`config.mk`:
```
export PLATFORM = sky130hd
export DESIGN_NAME = hawk_pgrd_seq
export DESIGN_NICKNAME = d
export VERILOG_FILES = /design/src/rtl/hawk_pgrd_seq.sv
export SDC_FILE = /design/constraint.sdc
export NUM_CORES = 1
export LEC_CHECK = 0
export ABC_AREA = 1
export CORE_AREA = 2 2 570 572
export DETAILED_ROUTE_END_ITERATION = 10
export DIE_AREA = 0 0 572 574
export GPL_TIMING_DRIVEN = 0
export MAX_ROUTING_LAYER = met4
export PLACE_DENSITY = 0.3
export SYNTH_ARGS = -nofsm -noshare
export SYNTH_HDL_FRONTEND = slang
export SYNTH_SLANG_ARGS = --single-unit
```
`constraint.sdc`:
```
create_clock -name clk_i -period 2.1 [get_ports clk_i]
set_input_delay 0.315 -clock clk_i [delete_from_list [all_inputs] [get_ports clk_i]]
set_output_delay 0.315 -clock clk_i [all_outputs]
set_load 0.005 [all_outputs]
```
`src/rtl/hawk_pgrd_seq.sv`:
```
// hawk_pgrd_seq: resolves ATT lookups to a physical page. On a miss it pulls a free
// way, or hands off to the compress/decompress/compact managers and forwards their traffic.
module hawk_pgrd_seq #(
  parameter int AW = 64,
  parameter int DW = 512,
  parameter int LW = 16,
  parameter logic [AW-13:0] HPPA_BASE_PG = 'h80000,
  parameter logic [AW-1:0] ATT_BASE = 'h0,
  parameter logic [AW-1:0] TOL_BASE = 'h100000
) (
  input  logic            clk_i,
  input  logic            rst_ni,
  input  logic            lookup,
  input  logic [AW-13:0]  lookup_hppa,
  input  logic [1:0]      sw_ctrl,
  input  logic [LW-1:0]   free_head,
  input  logic [LW-1:0]   unc_head,
  input  logic [LW-1:0]   unc_tail,
  input  logic            arready,
  input  logic            rvalid,
  input  logic            rlast,
  input  logic [1:0]      rresp,
  input  logic [DW-1:0]   rdata,
  output logic [AW-1:0]   ar_addr,
  output logic [7:0]      arlen,
  output logic            arvalid,
  output logic            rready,
  input  logic            pgwr_ready,
  input  logic            tbl_update_done,
  output logic            tol_update,
  output logic [LW-1:0]   tol_att_id,
  output logic [AW-13:0]  tol_way,
  output logic [AW-1:0]   trnsl_ppa,
  output logic [1:0]      trnsl_sts,
  output logic            allow_access,
  output logic            comp_trig,
  input  logic            comp_done,
  input  logic [AW-13:0]  comp_freeway,
  output logic            decomp_trig,
  input  logic            decomp_done,
  output logic [AW-1:0]   decomp_freeway,
  output logic [AW-13:0]  decomp_src_pg,
  input  logic            compact_req,
  output logic            compact_trig,
  input  logic            compact_done,
  input  logic [AW-1:0]   c_ar_addr,
  input  logic [7:0]      c_arlen,
  input  logic            c_arvalid,
  input  logic            c_rready,
  input  logic            c_tol_update,
  input  logic [LW-1:0]   c_tol_att_id,
  input  logic [AW-13:0]  c_tol_way,
  input  logic            c_rdm_reset,
  input  logic [AW-1:0]   d_ar_addr,
  input  logic [7:0]      d_arlen,
  input  logic            d_arvalid,
  input  logic            d_rready,
  input  logic            d_tol_update,
  input  logic [LW-1:0]   d_tol_att_id,
  input  logic [AW-13:0]  d_tol_way,
  input  logic            d_rdm_reset,
  input  logic [AW-1:0]   k_ar_addr,
  input  logic [7:0]      k_arlen,
  input  logic            k_arvalid,
  input  logic            k_rready,
  input  logic            k_tol_update,
  input  logic [LW-1:0]   k_tol_att_id,
  input  logic [AW-13:0]  k_tol_way,
  input  logic            k_rdm_reset,
  output logic            rdm_reset,
  output logic            ready,
  output logic            alert_oom,
  output logic [4:0]      state
);

  localparam logic [1:0] UNCOMP = 2'd1;
  localparam logic [1:0] COMP   = 2'd2;
  localparam logic [1:0] INCOMP = 2'd3;

  typedef enum logic [4:0] {
    S_IDLE, S_LOOKUP_ATT, S_WAIT_ATT, S_DECODE_ATT, S_CHK_ATT, S_POP_FREE,
    S_WAIT_LST, S_DECODE_LST, S_WAIT_DCMP, S_ALLOCATE, S_TBL_UPDATE, S_TBL_DONE,
    S_COMPRESS, S_DECOMPRESS, S_WAIT_TBL, S_COMPACT, S_BUS_ERROR
  } state_t;

  typedef struct packed {
    logic [AW-1:0]  ar_addr;
    logic [7:0]     arlen;
    logic           arvalid;
    logic           rready;
    logic           tol_update;
    logic [LW-1:0]  tol_att_id;
    logic [AW-13:0] tol_way;
    logic           rdm_reset;
  } grp_t;

  typedef struct packed {
    grp_t           bus;
    logic [AW-1:0]  trnsl_ppa;
    logic [1:0]     trnsl_sts;
    logic           allow_access;
    logic           comp_trig;
    logic           decomp_trig;
    logic           compact_trig;
    logic [AW-1:0]  decomp_freeway;
    logic [AW-13:0] decomp_src_pg;
    logic           ready;
    logic           alert_oom;
    logic [LW-1:0]  att_id;
    logic           from_free;
    logic [1:0]     rd_sts;
    logic [AW-13:0] rd_way;
    logic [1:0]     sts;
    logic [AW-13:0] way;
    logic [LW-1:0]  saved_att_id;
    logic [AW-13:0] saved_way;
  } regs_t;

  state_t state_reg, state_next;
  regs_t r_reg, r_next;
  grp_t grp_c, grp_d, grp_k, grp_sel;
  logic mirror;
  logic rd_ok, rd_done;
  logic [AW-13:0] pg_diff;
  logic unused_bits;

  assign grp_c = {c_ar_addr, c_arlen, c_arvalid, c_rready, c_tol_update, c_tol_att_id, c_tol_way, c_rdm_reset};
  assign grp_d = {d_ar_addr, d_arlen, d_arvalid, d_rready, d_tol_update, d_tol_att_id, d_tol_way, d_rdm_reset};
  assign grp_k = {k_ar_addr, k_arlen, k_arvalid, k_rready, k_tol_update, k_tol_att_id, k_tol_way, k_rdm_reset};
  assign mirror  = (state_reg == S_COMPRESS) || (state_reg == S_DECOMPRESS) || (state_reg == S_COMPACT);
  assign grp_sel = (state_reg == S_COMPRESS) ? grp_c : (state_reg == S_DECOMPRESS) ? grp_d : grp_k;

  assign rd_done = rvalid && rlast;
  assign rd_ok   = rd_done && (rresp == 2'b00);
  assign pg_diff = lookup_hppa - HPPA_BASE_PG + {{(AW-13){1'b0}}, 1'b1};
  assign unused_bits = ^{rdata[DW-1:64], rdata[61:52], sw_ctrl[0], pg_diff[AW-13:LW]};

  always_ff @(posedge clk_i or negedge rst_ni) begin
    if (!rst_ni) state_reg <= S_IDLE;
    else         state_reg <= state_next;
  end

  always_comb begin
    state_next = state_reg;
    case (state_reg)
      S_IDLE: begin
        if (lookup)                           state_next = S_LOOKUP_ATT;
        else if (compact_req && sw_ctrl[1])   state_next = S_COMPACT;
      end
      S_LOOKUP_ATT: if (arready && !r_reg.bus.arvalid) state_next = S_WAIT_ATT;
      S_WAIT_ATT:   if (rd_done) state_next = rd_ok ? S_DECODE_ATT : S_BUS_ERROR;
      S_DECODE_ATT: state_next = S_CHK_ATT;
      S_CHK_ATT:    state_next = (r_reg.sts == UNCOMP || r_reg.sts == INCOMP) ? S_IDLE : S_POP_FREE;
      S_POP_FREE: begin
        if (free_head != '0)          state_next = S_WAIT_LST;
        else if (unc_tail != unc_head) state_next = S_COMPRESS;
        else                          state_next = S_IDLE;
      end
      S_WAIT_LST:   if (rd_done) state_next = rd_ok ? S_DECODE_LST : S_BUS_ERROR;
      S_DECODE_LST: state_next = (r_reg.sts == COMP) ? S_WAIT_DCMP : S_ALLOCATE;
      S_WAIT_DCMP:  state_next = S_DECOMPRESS;
      S_ALLOCATE:   state_next = S_TBL_UPDATE;
      S_TBL_UPDATE: if (pgwr_ready) state_next = S_TBL_DONE;
      S_TBL_DONE:   if (tbl_update_done) state_next = S_IDLE;
      S_COMPRESS:   if (comp_done) state_next = (r_reg.sts == COMP) ? S_DECOMPRESS : S_IDLE;
      S_DECOMPRESS: if (decomp_done) state_next = r_reg.from_free ? S_WAIT_TBL : S_IDLE;
      S_WAIT_TBL:   state_next = S_TBL_UPDATE;
      S_COMPACT:    if (compact_done) state_next = S_IDLE;
      S_BUS_ERROR:  state_next = S_BUS_ERROR;
      default:      state_next = S_IDLE;
    endcase
  end

  always_comb begin
    r_next = r_reg;
    r_next.bus.arvalid    = 1'b0;
    r_next.bus.arlen      = 8'd0;
    r_next.bus.rready     = 1'b1;
    r_next.bus.tol_update = 1'b0;
    r_next.bus.rdm_reset  = 1'b0;
    r_next.allow_access   = 1'b0;
    r_next.comp_trig      = (state_next == S_COMPRESS);
    r_next.decomp_trig    = (state_next == S_DECOMPRESS);
    r_next.compact_trig   = (state_next == S_COMPACT);
    r_next.ready          = (state_next == S_IDLE);
    // Sub-manager owns the bus while its trigger is up
    if (mirror) r_next.bus = grp_sel;
    case (state_reg)
      S_IDLE: if (lookup) r_next.att_id = pg_diff[LW-1:0];
      S_LOOKUP_ATT: begin
        if (arready && !r_reg.bus.arvalid) begin
          r_next.bus.ar_addr = ATT_BASE + AW'({r_reg.att_id, 3'b000});
          r_next.bus.arvalid = 1'b1;
        end
      end
      S_WAIT_ATT, S_WAIT_LST: begin
        if (rd_ok) begin
          r_next.rd_sts = rdata[63:62];
          r_next.rd_way = rdata[AW-13:0];
        end
      end
      S_DECODE_ATT: begin
        r_next.sts = r_reg.rd_sts;
        r_next.way = r_reg.rd_way;
      end
      S_CHK_ATT: begin
        if (r_reg.sts == UNCOMP || r_reg.sts == INCOMP) begin
          r_next.trnsl_ppa    = {r_reg.way, 12'h000};
          r_next.trnsl_sts    = r_reg.sts;
          r_next.allow_access = 1'b1;
        end
      end
      S_POP_FREE: begin
        if (free_head != '0) begin
          r_next.bus.ar_addr = TOL_BASE + AW'({free_head, 3'b000});
          r_next.bus.arvalid = 1'b1;
        end else if (unc_tail == unc_head) begin
          r_next.alert_oom = 1'b1;
        end
      end
      S_DECODE_LST: begin
        r_next.bus.tol_att_id = r_reg.att_id;
        r_next.bus.tol_way    = r_reg.rd_way;
        r_next.saved_att_id   = r_reg.att_id;
        r_next.saved_way      = r_reg.rd_way;
        r_next.from_free      = 1'b1;
        if (r_reg.sts == COMP) begin
          r_next.decomp_freeway = {r_reg.rd_way, 12'h000};
          r_next.decomp_src_pg  = r_reg.way;
        end
      end
      S_ALLOCATE: begin
        r_next.trnsl_ppa = {r_reg.bus.tol_way, 12'h000};
        r_next.trnsl_sts = UNCOMP;
      end
      S_TBL_UPDATE: if (pgwr_ready) r_next.bus.tol_update = 1'b1;
      S_TBL_DONE:   if (tbl_update_done) r_next.allow_access = 1'b1;
      S_COMPRESS: begin
        if (comp_done) begin
          r_next.from_free = 1'b0;
          if (r_reg.sts == COMP) begin
            r_next.decomp_freeway = {comp_freeway, 12'h000};
            r_next.decomp_src_pg  = r_reg.way;
          end else begin
            r_next.trnsl_ppa    = {comp_freeway, 12'h000};
            r_next.trnsl_sts    = UNCOMP;
            r_next.allow_access = 1'b1;
          end
        end
      end
      S_DECOMPRESS: begin
        if (decomp_done) begin
          r_next.trnsl_ppa    = r_reg.decomp_freeway;
          r_next.trnsl_sts    = UNCOMP;
          r_next.allow_access = !r_reg.from_free;
        end
      end
      // Decompressor may have scribbled on tol_*; put back the free-list packet
      S_WAIT_TBL: begin
        r_next.bus.tol_att_id = r_reg.saved_att_id;
        r_next.bus.tol_way    = r_reg.saved_way;
      end
      default: ;
    endcase
  end

  always_ff @(posedge clk_i or negedge rst_ni) begin
    if (!rst_ni) begin
      r_reg             <= '0;
      r_reg.bus.ar_addr <= ATT_BASE;
      r_reg.ready       <= 1'b1;
    end else begin
      r_reg <= r_next;
    end
  end

  assign ar_addr        = r_reg.bus.ar_addr;
  assign arlen          = r_reg.bus.arlen;
  assign arvalid        = r_reg.bus.arvalid;
  assign rready         = r_reg.bus.rready;
  assign tol_update     = r_reg.bus.tol_update;
  assign tol_att_id     = r_reg.bus.tol_att_id;
  assign tol_way        = r_reg.bus.tol_way;
  assign rdm_reset      = r_reg.bus.rdm_reset;
  assign trnsl_ppa      = r_reg.trnsl_ppa;
  assign trnsl_sts      = r_reg.trnsl_sts;
  assign allow_access   = r_reg.allow_access;
  assign comp_trig      = r_reg.comp_trig;
  assign decomp_trig    = r_reg.decomp_trig;
  assign compact_trig   = r_reg.compact_trig;
  assign decomp_freeway = r_reg.decomp_freeway;
  assign decomp_src_pg  = r_reg.decomp_src_pg;
  assign ready          = r_reg.ready;
  assign alert_oom      = r_reg.alert_oom;
  assign state          = state_reg;

endmodule

```
# After elaboration in Yosys (flattened, before gate mapping)
# Cells that the tools add are included.
[classes]
bitwise_logic = 1
n_reduce_logical = 24
muxes = 44
addsub = 3
eq_ne = 30
[ops]
columns = ["op", "n"]
rows = [
  ["$mux W144", 3],
  ["$mux W116", 3],
  ["$mux W67", 4],
  ["$pmux W66 S4", 1],
  ["$pmux W116 S2", 1],
  ["$pmux W68 S2", 1],
  ["$mux W64", 2],
  ["$pmux W64 S2", 1],
  ["$pmux W5 S16", 1],
  ["$mux W5", 12],
  ["$eq A5 B4 Y1 const B", 11],
  ["$add A21 B19 Y22 const A", 1],
  ["$eq A5 B3 Y1 const B", 4],
  ["$add A16 B1 Y16 const B", 1],
  ["$eq A16 B16 Y1", 1],
  ["$mux W4", 4],
  ["$ne A16 B16 Y1", 1],
  ["$reduce_bool A16 Y1", 1],
  ["$sub A16 B1 Y16 const B", 1],
  ["$eq A5 B2 Y1 const B", 2],
  ["$logic_not A5 Y1", 2],
  ["$ne A2 B2 Y1 const B", 5],
  ["$mux W1", 7],
  ["$reduce_and A2 Y1", 3],
  ["other kinds (20)", 29],
]
[word_totals]
regBits = 530
word_cells = 129
in_bits = 1112
out_inout_bits = 337

# Logic depth before layout (Yosys ltp)
# Gate-level depths: netlist (run 1).
[logic_depth]
ltp_word = 6
ltp_mapped = 13
mapped_depth_nobuf = 12

# Worst setup path after synthesis (run 1)
# OpenSTA, ideal clock, no wires.
[synth_timing]
path_type = "register to register"
start = "reg state_reg[0] (netlist: state[0])"
end = "reg r_reg (netlist bit decomp_freeway[39])"
arrival_ns = 1.730
setup_slack_ns = 0.242
period_less_slack_ns = 1.858
setup_ns = 0.127
path_stages_with_launch = 10
t_required_ns = 1.973
path_cell_list = "dfrtp_1 > buf_2 > nor2_1 > nand2_2 > nor2_2 > buf_6 > buf_4 > clkbuf_1 > o21ai_0 > mux2_1"
[synth_between]
elab_chain_cells = 3
[synth_rtl]
columns = ["element", "line_no", "text"]
rows = [
  ["start: declaration", "119", "state_t state_reg, state_next;"],
  ["start signal: assignment", "140", "else state_reg <= state_next;"],
  ["$eq A5 B3 Y1 or $eq A5 B4 Y1 (tied branches)", "188", "case (state_reg)"],
  ["$ne A2 B2 Y1 (no source line), or another cell as far along", "n/a", ""],
  ["$reduce_and A4 Y1 (no source line)", "n/a", ""],
  ["end signal: assignment", "273", "r_reg <= r_next;"],
  ["end: declaration", "120", "regs_t r_reg, r_next;"],
]
# Parallel ways exist; a longest one is shown, timed or not.
# A chain may end at the register's enable or synchronous reset.

# Final worst setup path (run 1)
[layout_timing]
start = "reg state_reg[0] (netlist: state[0])"
end = "reg r_reg (netlist bit tol_way[14])"
[layout_between]
elab_chain_cells = 5
[layout_rtl]
columns = ["element", "line_no", "text"]
rows = [
  ["$eq A5 B4 Y1", "130, 131", ""],
  ["$mux W144 (2 in series)", "131", "assign grp_sel = (state_reg == S_COMPRESS) ? grp_c : (state_reg == S_DECOMPRESS) ? grp_d : grp_k;"],
  ["$mux W144", "187", "if (mirror) r_next.bus = grp_sel;"],
  ["$pmux W68 S2", "188", ""],
]
# Parallel ways exist; a longest one is shown, timed or not. The select of a mux whose other input is x is not followed.

==> flow_metrics.py, run 1 <==
metrics = {
    "detailed_routing": {
        "viasPerCell": 3.26,
        "drc": 0,
        "vias": 30384,
        "ant_nets": 0,
        "dr.pass1.iters": 5,
        "wl_um": 240000,
        "drtIter0Drc": 1702,
        "wl_per_cell_um": 25.8,
    },
    "synth": {
        "synth_ff_type": "dfrtp_1",
        "synthCells": 3482,
        "synthMuxAreaShare_pct": 2.12,
        "synthXorXnorAreaFrac_pct": 0.222,
        "synth-compound-area-share_pct": 17.9,
        "ys_ff_latch": 506,
        "synth.avg_cell_area_um2": 7.93,
        "synth_top_family_by_area": "simple AND/OR/NAND/NOR gates",
        "syn_area_um2": 27600,
        "yosysWarnings": 0,
        "synthArstFlopShare_pct": 100,
        "synth_edf_count": 0,
        "synth_simple_gate_area_share_pct": 18.8,
        "seq_area_frac_synth_pct": 45.9,
        "synthAdderAreaFrac_pct": 0.0453,
        "synth_cell_type_count": 38,
    },
    "global_routing": {
        "grt_overflow": 0,
        "grt_max_degree": 106,
        "grt_use_total_pct": 14.2,
        "antenna_found_initial": 135,
        "grt_pass1_vias": 30858,
        "grt_pass1_wl_um": 300000,
    },
    "finish": {
        "largest_register_ffs": 193,
        "drive_gt1_share_pct": 29.6,
        "final_common_cell": "nand2_1",
        "syn2layout_area_growth_pct": 95.9,
        "layout_common_cells": "nand2_1 (708), clkdlybuf4s50_1 (640), buf_4 (543)",
        "nets": 5971,
        "finalInstanceArea_um2": 54100,
    },
    "die": {
        "die-height_um": 574,
        "die_x_um": 572,
        "die_area_um2": 328000,
        "ios": 1449,
        "initial_utilization_pct": 8.56,
        "rows": 209,
        "coreArea_um2": 323000,
    },
    "setup_path": {
        "critical_path_peak_fanout": 7,
        "rr_worst_depth": 11,
        "rr_endpoint": "tol_way[14]",
        "regToRegSetupSlack_ns": -0.40,
        "end_kind": "register",
        "r2r_start": "state[0]",
        "cp.required_ns": 2.67,
        "critical_path_class": "reg2reg",
        "cp-start-kind": "register",
        "arrival_ns": 3.06,
    },
    "cts": {
        "cts_root_buffer": "clkbuf_16",
        "clock_latency_ns": 0.81,
        "h-tree-depth": 3,
        "numClockSinks": 506,
        "cts_buffer_depth": 4,
        "cts_tree": "yes",
        "clk_pin_slew_ns": 0.06,
        "cts_made_buffers": 80,
    },
    "pwr": {
        "power_uw": 67500,
        "p_leak_uw": 0.0261,
        "power.density_nw_per_um2": 1250,
        "ir_drop_mv": 0.657,
    },
    "timing": {
        "max_freq_mhz": 400,
        "rsz0062_at_grt": "yes",
        "tightestPinTransition_ns": 0.857,
        "setup_viol": 239,
        "hold_viol": 0,
        "setup_ws_ns": -0.398,
        "post-route-period-util_pct": 119,
        "slew-limit-headroom_pct": 42.6,
        "maxSlewViolCount": 0,
        "fin_worst_skew_ns": 0.0930,
        "final.min_clock_period_ns": 2.50,
    },
    "place": {
        "port_buffers": 929,
        "dp.final_hpwl_um": 187000,
        "dpl-instance-area_um2": 42600,
        "gp_congestion": 0.874,
    },
    "hold_path": {
        "hp-class": "in2reg",
        "hold_path_depth": 3,
        "min_from": "rdata[42]",
        "min_to": "r_reg[164]",
    },
    "run_status": {
        "violations": "setup timing",
        "status": "complete, but fails checks",
    },
    "flow_run": {
        "maxCapViolations": 0,
    },
}
cell type report:
class                      instances  area [um2]
clock buffer                      99        2150
fill                           36598      269000
multi-input combinational       2252       12800
clock inverter                    35         458
buffer                           534        5260
timing repair inverter             1        20.0
antenna                           73         183
tap                             4325        5410
timing repair buffer            1280       14300
sequential                       506       12700
inverter                         203         836
cells in the mapped netlist (132+ instances only):
cell	count	area, um2
a21oi_1	152	761
clkbuf_1	134	503
o21ai_0	317	1590
nor2_1	305	1140
dfrtp_1	505	12600
inv_1	195	732
nand2_1	852	3200
nand3_1	132	661
o211ai_1	170	1280
buf_4	324	2430
metrics by stage:
stage	setup TNS, ns	cells	hold WS [ns]	setup slack, ns	utilization, %
floorplan	0	3505	0.0194	0.242	-
global placement	-	8759	0.464	-26.63	13.1
detailed placement	-751.90	8767	0.268	-3.18	13.2
CTS	-84.51	9075	0.00507	-0.474	15.6
global route	-68.41	9292	0.0594	-0.459	16.7
finish	-49.65	9308	0.0914	-0.398	16.8
kinds of logic (layout without fill, tap and decap cells):
kind of cell    after synthesis  count (layout)
compound gates              849             849
simple gates               1318            1319
fa+ha+maj                     1               1
mux                          52              52
other cells                   1              97
buf+inv                     748            2152
flops                       506             506
xor+xnor                      7               7
layer usage:
layer	share of wire, %	wire [um]	global-route usage [%]	vias to the layer above
li1	-	-	-	14113
met1	41	99300	16.7	14758
met2	47	113000	23.2	1165
met3	7.0	16900	3.66	348
met4	4.5	10700	5.44	0
met5	0	0	-	-
where the power goes:
| group | switching, uW | total [uW] | internal [uW] |
|---|---|---|---|
| registers | 2970 | 16800 | 13900 |
| logic | 18500 | 36700 | 18200 |
| clock network | 5650 | 14000 | 8380 |
| total | 27100 | 67500 | 40400 |
what timing repair did:
| item | CTS | global route |
|---|---|---|
| pin swaps | 92 | 131 |
| gates resized for setup | 938 | 774 |
| endpoints found under the setup margin | 798 | 824 |
| hold buffers | 3 | 0 |
| gates cloned | 25 | 24 |
| endpoints found under the hold margin | 246 | 0 |
| setup buffers | 151 | 157 |
critical path: stages, from the launching register on:
cell and delay, ns:
dfrtp_1 0.39, buf_6 0.14, nor2_4 0.10, nand2_4 0.08, nor2_4 0.12, buf_12 0.14
inv_16 0.04, buf_16 0.17, clkbuf_16 0.17, buf_6 0.12, o211ai_1 0.61, a31oi_4 0.14
worst max path at each step:
stage	cells past startpoint	start	to	slack (ns)
2_1_floorplan	9	state[0]	decomp_freeway[39]	0.24
3_3_place_gp	1	rst_ni	ar_addr[63]	-26.63
3_5_place_dp	9	state[0]	tol_att_id[2]	-3.18
4_1_cts	10	state[0]	arvalid	-0.47
5_1_grt	10	state[0]	arvalid	-0.46
6_report	11	state[0]	tol_way[14]	-0.40
(Power assumes the default switching activity.)
==> run 2, diff against run 1 <==
Settings changed: CORE_AREA 2 2 570 572 to 2 2 559 561, DIE_AREA 0 0 572 574 to 0 0 561 563, SKIP_LAST_GASP from default to 1.
==> flow_metrics.py, run 2 (synthesis results as in run 1) <==
metrics = {
    "timing": {
        "slew-limit-headroom_pct": 44.6,
        "rsz0062_at_grt": "yes",
        "post-route-period-util_pct": 112,
        "setup_ws_ns": -0.244,
        "hold_slack_ns": 0.171,
        "max_freq_mhz": 427,
        "maxSlewViolCount": 0,
        "final.min_clock_period_ns": 2.34,
        "fin_worst_skew_ns": 0.0548,
        "hold_viol": 0,
        "tightestPinTransition_ns": 0.831,
        "setup_viol": 278,
    },
    "global_routing": {
        "grt_use_total_pct": 14.9,
        "antenna_found_initial": 99,
        "grt_pass1_wl_um": 304000,
        "grt_overflow": 0,
        "grt_max_degree": 100,
        "grt_pass1_vias": 31447,
    },
    "place": {
        "gp_congestion": 0.865,
        "pre_cts_ws_ns": -2.38,
        "dp.final_hpwl_um": 181000,
        "port_buffers": 929,
    },
    "pwr": {
        "p_sw_uw": 27000,
        "ir_drop_mv": 0.615,
        "p_leak_uw": 0.0232,
        "switching_share_pct": 41.3,
        "comb_power_share_pct": 53.7,
        "intPower_uw": 38400,
        "seqPwrFrac_pct": 25.5,
        "p_clk_share_pct": 20.9,
        "power.density_nw_per_um2": 1250,
    },
    "detailed_routing": {
        "vias": 30128,
        "wl_um": 236000,
        "drtIter0Drc": 1763,
        "wl_per_cell_um": 26.1,
        "dr.pass1.iters": 5,
        "drc": 0,
        "ant_nets": 0,
        "viasPerCell": 3.33,
    },
    "setup_path": {
        "cp.required_ns": 2.66,
        "critical_path_class": "reg2reg",
        "rr_worst_depth": 10,
        "end_kind": "register",
        "cp-start-kind": "register",
        "critical_path_peak_fanout": 5,
        "arrival_ns": 2.90,
    },
    "hold_path": {
        "hp-class": "in2async",
    },
    "finish": {
        "syn2layout_area_growth_pct": 90.0,
        "final_common_cell": "nand2_1",
        "fill_cells": 35257,
        "drive_gt1_share_pct": 27.1,
        "largest_register_ffs": 193,
        "nets": 5901,
        "layout_common_cells": "nand2_1 (722), clkdlybuf4s50_1 (692), dfrtp_1 (490)",
    },
    "cts": {
        "clk_pin_slew_ns": 0.05,
        "clock_latency_ns": 0.74,
        "cts_tree": "yes",
        "cts_root_buffer": "clkbuf_16",
        "cts_made_buffers": 79,
        "numClockSinks": 506,
        "cts_buffer_depth": 3,
        "h-tree-depth": 3,
    },
    "run_status": {
        "violations": "setup timing",
        "status": "complete, but fails checks",
    },
    "die": {
        "die-height_um": 563,
        "coreArea_um2": 310000,
        "die_x_um": 561,
        "initial_utilization_pct": 8.89,
        "ios": 1449,
        "rows": 205,
        "die_area_um2": 316000,
    },
    "flow_run": {
        "maxCapViolations": 0,
    },
}
## run 2: changes by cell type in the layout (fill, tap and decap cells not counted), sizes merged, moves of 2 or more
| cell | before | now |
|---|---|---|
| clkdlybuf4s15 | 3 | 10 |
| dlygate4sd2 | 1 | 225 |
| bufinv | 9 | 2 |
| dlymetal6s2s | 249 | 0 |
| buf | 805 | 685 |
| dlygate4sd3 | 3 | 1 |
| clkinv | 21 | 16 |
| clkbuf | 212 | 250 |
| clkdlybuf4s50 | 640 | 692 |
| diode | 73 | 54 |
## run 2: area by class of cell
class / count / area, um2 / share of cell area [%]
inverter: 203 / 810 / 1.54
multi-input combinational: 2251 / 12600 / 24.0
antenna: 54 / 135 / 0.258
timing repair buffer: 1220 / 13300 / 25.4
timing repair inverter: 1 / 16.3 / 0.0310
sequential: 506 / 12700 / 24.2
clock buffer: 118 / 2300 / 4.39
tap: 4140 / 5180 / 9.87
buffer: 526 / 5150 / 9.81
clock inverter: 21 / 280 / 0.534
## run 2: stage by stage
stage               TNS, ns  std cells  total power (uW)  util [%]  instance area [um2]
floorplan                 0       3505             27900         -                27700
global placement          -       8574             44300      13.6                42200
global route         -69.25       9016             69600      16.9                52400
detailed placement  -628.28       8586             44600      13.7                42500
finish               -28.59       9040             65300      16.9                52500
CTS                  -53.23       8966             66100      16.6                51500
## run 2: repair_timing
action                                  in CTS  in global routing
endpoints found under the setup margin     742                439
hold endpoints to repair                    86                  0
hold buffers                                 1                  0
pin swaps                                  167                107
gates resized for setup                   1349                237
cloned                                      43                 10
buffers inserted                           210                 39
## run 2: worst max-delay path: stages, from the launching register on
cell       delay, ns
dfrtp_1         0.38
buf_6           0.14
nor2_4          0.09
nand2_4         0.08
nor2_4          0.12
buf_12          0.15
inv_16          0.05
buf_16          0.16
clkbuf_16       0.16
o211ai_1        0.66
a31oi_1         0.15
## run 2: power by group through the flow
| stage | combinational [uW] | clock (uW) | sequential (uW) |
|---|---|---|---|
| 2_1_floorplan | 12200 | 0 | 15700 |
| 3_3_place_gp | 27500 | 0 | 16800 |
| 3_5_place_dp | 27800 | 0 | 16800 |
| 4_1_cts | 35300 | 14300 | 16600 |
| 5_1_grt | 37900 | 14500 | 17100 |
| 6_report | 35100 | 13600 | 16600 |
## run 2: final timing paths
check,start,to,slack [ns]
min reg2reg,trnsl_ppa[13],trnsl_ppa[13],0.48
min,rst_ni,trnsl_ppa[51],0.17
max in group asynchronous,rst_ni,rdm_reset,0.29
min in group clk_i,rdata[41],r_reg[163],0.17
max reg2reg,state[0],tol_way[14],-0.24
max,state[0],tol_way[14],-0.24
## run 2: metal layers
metal	GRT usage, %	up-vias	routed length (um)
met2	24.5	1084	111000
met5	-	-	0
li1	-	13946	-
met3	3.43	300	14700
met1	18.3	14798	102000
met4	3.79	0	8040
==> run 3, diff against run 2 <==
Settings changed: GPL_TIMING_DRIVEN 0 to default.
==> flow_metrics.py, run 3 (synthesis results as in run 1) <==
metrics = {
    "finish": {
        "fill_cells": 35116,
        "multi_input_area_um2": 12000,
        "layout_common_cells": "clkdlybuf4s50_1 (858), nand2_1 (749), dfrtp_1 (495)",
        "final_common_cell": "clkdlybuf4s50_1",
        "largest_register_ffs": 193,
        "drive_gt1_share_pct": 20.2,
        "nets": 5600,
        "seqCellArea_um2": 12700,
        "finalInstanceArea_um2": 49500,
        "syn2layout_area_growth_pct": 79.3,
    },
    "setup_path": {
        "rr_endpoint": "ar_addr[30]",
        "cp-start-kind": "register",
        "r2r_start": "state[0]",
        "regToRegSetupSlack_ns": -0.07,
        "rr_worst_depth": 11,
        "arrival_ns": 2.71,
        "critical_path_class": "reg2reg",
        "critPathLaunch": "state[0]",
        "critical_path_peak_fanout": 7,
        "end_kind": "register",
        "cp.required_ns": 2.64,
    },
    "pwr": {
        "power.density_nw_per_um2": 1220,
        "p_leak_uw": 0.0208,
        "power_uw": 60400,
        "ir_drop_mv": 0.523,
    },
    "timing": {
        "hold_slack_ns": 0.107,
        "fin_worst_skew_ns": 0.0315,
        "setup_viol": 31,
        "rsz0062_at_grt": "yes",
        "max_freq_mhz": 461,
        "maxSlewViolCount": 0,
        "post-route-period-util_pct": 103,
        "final.min_clock_period_ns": 2.17,
        "setup_ws_ns": -0.0689,
        "tightestPinTransition_ns": 0.716,
        "slew-limit-headroom_pct": 52.3,
        "hold_viol": 0,
    },
    "die": {
        "die-height_um": 563,
        "coreArea_um2": 310000,
        "die_x_um": 561,
        "rows": 205,
        "die_area_um2": 316000,
        "initial_utilization_pct": 8.89,
        "ios": 1449,
    },
    "detailed_routing": {
        "ant_nets": 0,
        "dr.pass1.iters": 5,
        "drc": 0,
        "viasPerCell": 3.28,
        "wl_um": 204000,
        "wl_per_cell_um": 23.4,
        "drtIter0Drc": 1749,
        "vias": 28642,
    },
    "run_status": {
        "status": "complete, but fails checks",
        "violations": "setup timing",
    },
    "global_routing": {
        "grt_pass1_vias": 28938,
        "grt_use_total_pct": 12.3,
        "antenna_found_initial": 81,
        "grt_overflow": 0,
        "grt_max_degree": 139,
        "grt_pass1_wl_um": 260000,
    },
    "cts": {
        "numClockSinks": 506,
        "cts_made_buffers": 78,
        "h-tree-depth": 3,
        "clock_latency_ns": 0.70,
        "cts_tree": "yes",
        "clk_pin_slew_ns": 0.06,
        "cts_root_buffer": "clkbuf_16",
        "cts_buffer_depth": 3,
    },
    "place": {
        "pre_cts_ws_ns": -0.420,
        "port_buffers": 929,
        "dp.final_hpwl_um": 147000,
        "dpl-instance-area_um2": 42500,
        "gp_congestion": 0.885,
    },
    "hold_path": {
        "hp-class": "in2async",
    },
    "flow_run": {
        "maxCapViolations": 0,
    },
}
-- run 3: cell count changes in the layout (fill, tap and decap cells not counted), sizes merged, moves of 2 or more --
cell,before,now
bufinv,2,4
dlygate4sd2,225,59
dlymetal6s2s,0,2
clkdlybuf4s50,692,858
buf,685,500
diode,54,36
clkdlybuf4s15,10,2
clkbuf,250,134
-- run 3: how the worst max path moves through the flow --
stage | endpoint | slack (ns) | depth (start not counted)
floorplan | decomp_freeway[39] | 0.24 | 9
finish | ar_addr[30] | -0.07 | 11
global placement | compact_trig | -0.46 | 12
CTS | trnsl_ppa[47] | -0.12 | 14
global route | ar_addr[7] | -0.18 | 13
detailed placement | compact_trig | -0.42 | 12
-- run 3: what timing repair did --
action / in CTS / in global routing
gates cloned: 31 / 28
endpoints found under the setup margin: 332 / 251
hold buffers: 1 / 0
pin swaps: 57 / 148
resized for setup: 209 / 418
buffers inserted: 74 / 66
endpoints found under the hold margin: 187 / 0
-- run 3: power breakdown --
group          leakage, uW  internal [uW]  switching, uW
sequential         0.00616          13800           2830
combinational       0.0134          14100          16000
clock              0.00124           7840           5760
total               0.0208          35800          24500
-- run 3: metrics by stage --
step	cells	setup TNS, ns	utilization, %
detailed placement	8371	-55.07	13.7
global route	8711	-19.03	15.9
floorplan	3505	0	-
global placement	8371	-54.37	13.7
finish	8720	-0.685	15.9
CTS	8609	-4.74	15.2
-- run 3: layout make-up --
cell class | instances | area share, %
timing repair buffer | 1447 | 32.7
clock inverter | 26 | 0.710
inverter | 203 | 1.67
antenna | 36 | 0.182
tap | 4140 | 10.5
clock buffer | 111 | 4.44
sequential | 506 | 25.6
multi-input combinational | 2251 | 24.2
-- run 3: per-layer routing --
metal | vias up | wire [um] | GRT usage (%)
met5 | - | 0 | -
met2 | 1086 | 97600 | 20.5
met1 | 13979 | 88100 | 14.8
li1 | 13354 | - | -
met3 | 223 | 13600 | 3.37
met4 | 0 | 4910 | 2.81
-- run 3: worst max-delay path, cell delays in order, from the launching register on --
cell      delay, ns
dfrtp_1        0.41
nor2_2         0.16
nand2_4        0.10
nor2_4         0.13
buf_12         0.17
inv_16         0.06
buf_6          0.12
buf_12         0.14
buf_16         0.17
buf_12         0.14
o211ai_1       0.25
a21oi_1        0.12
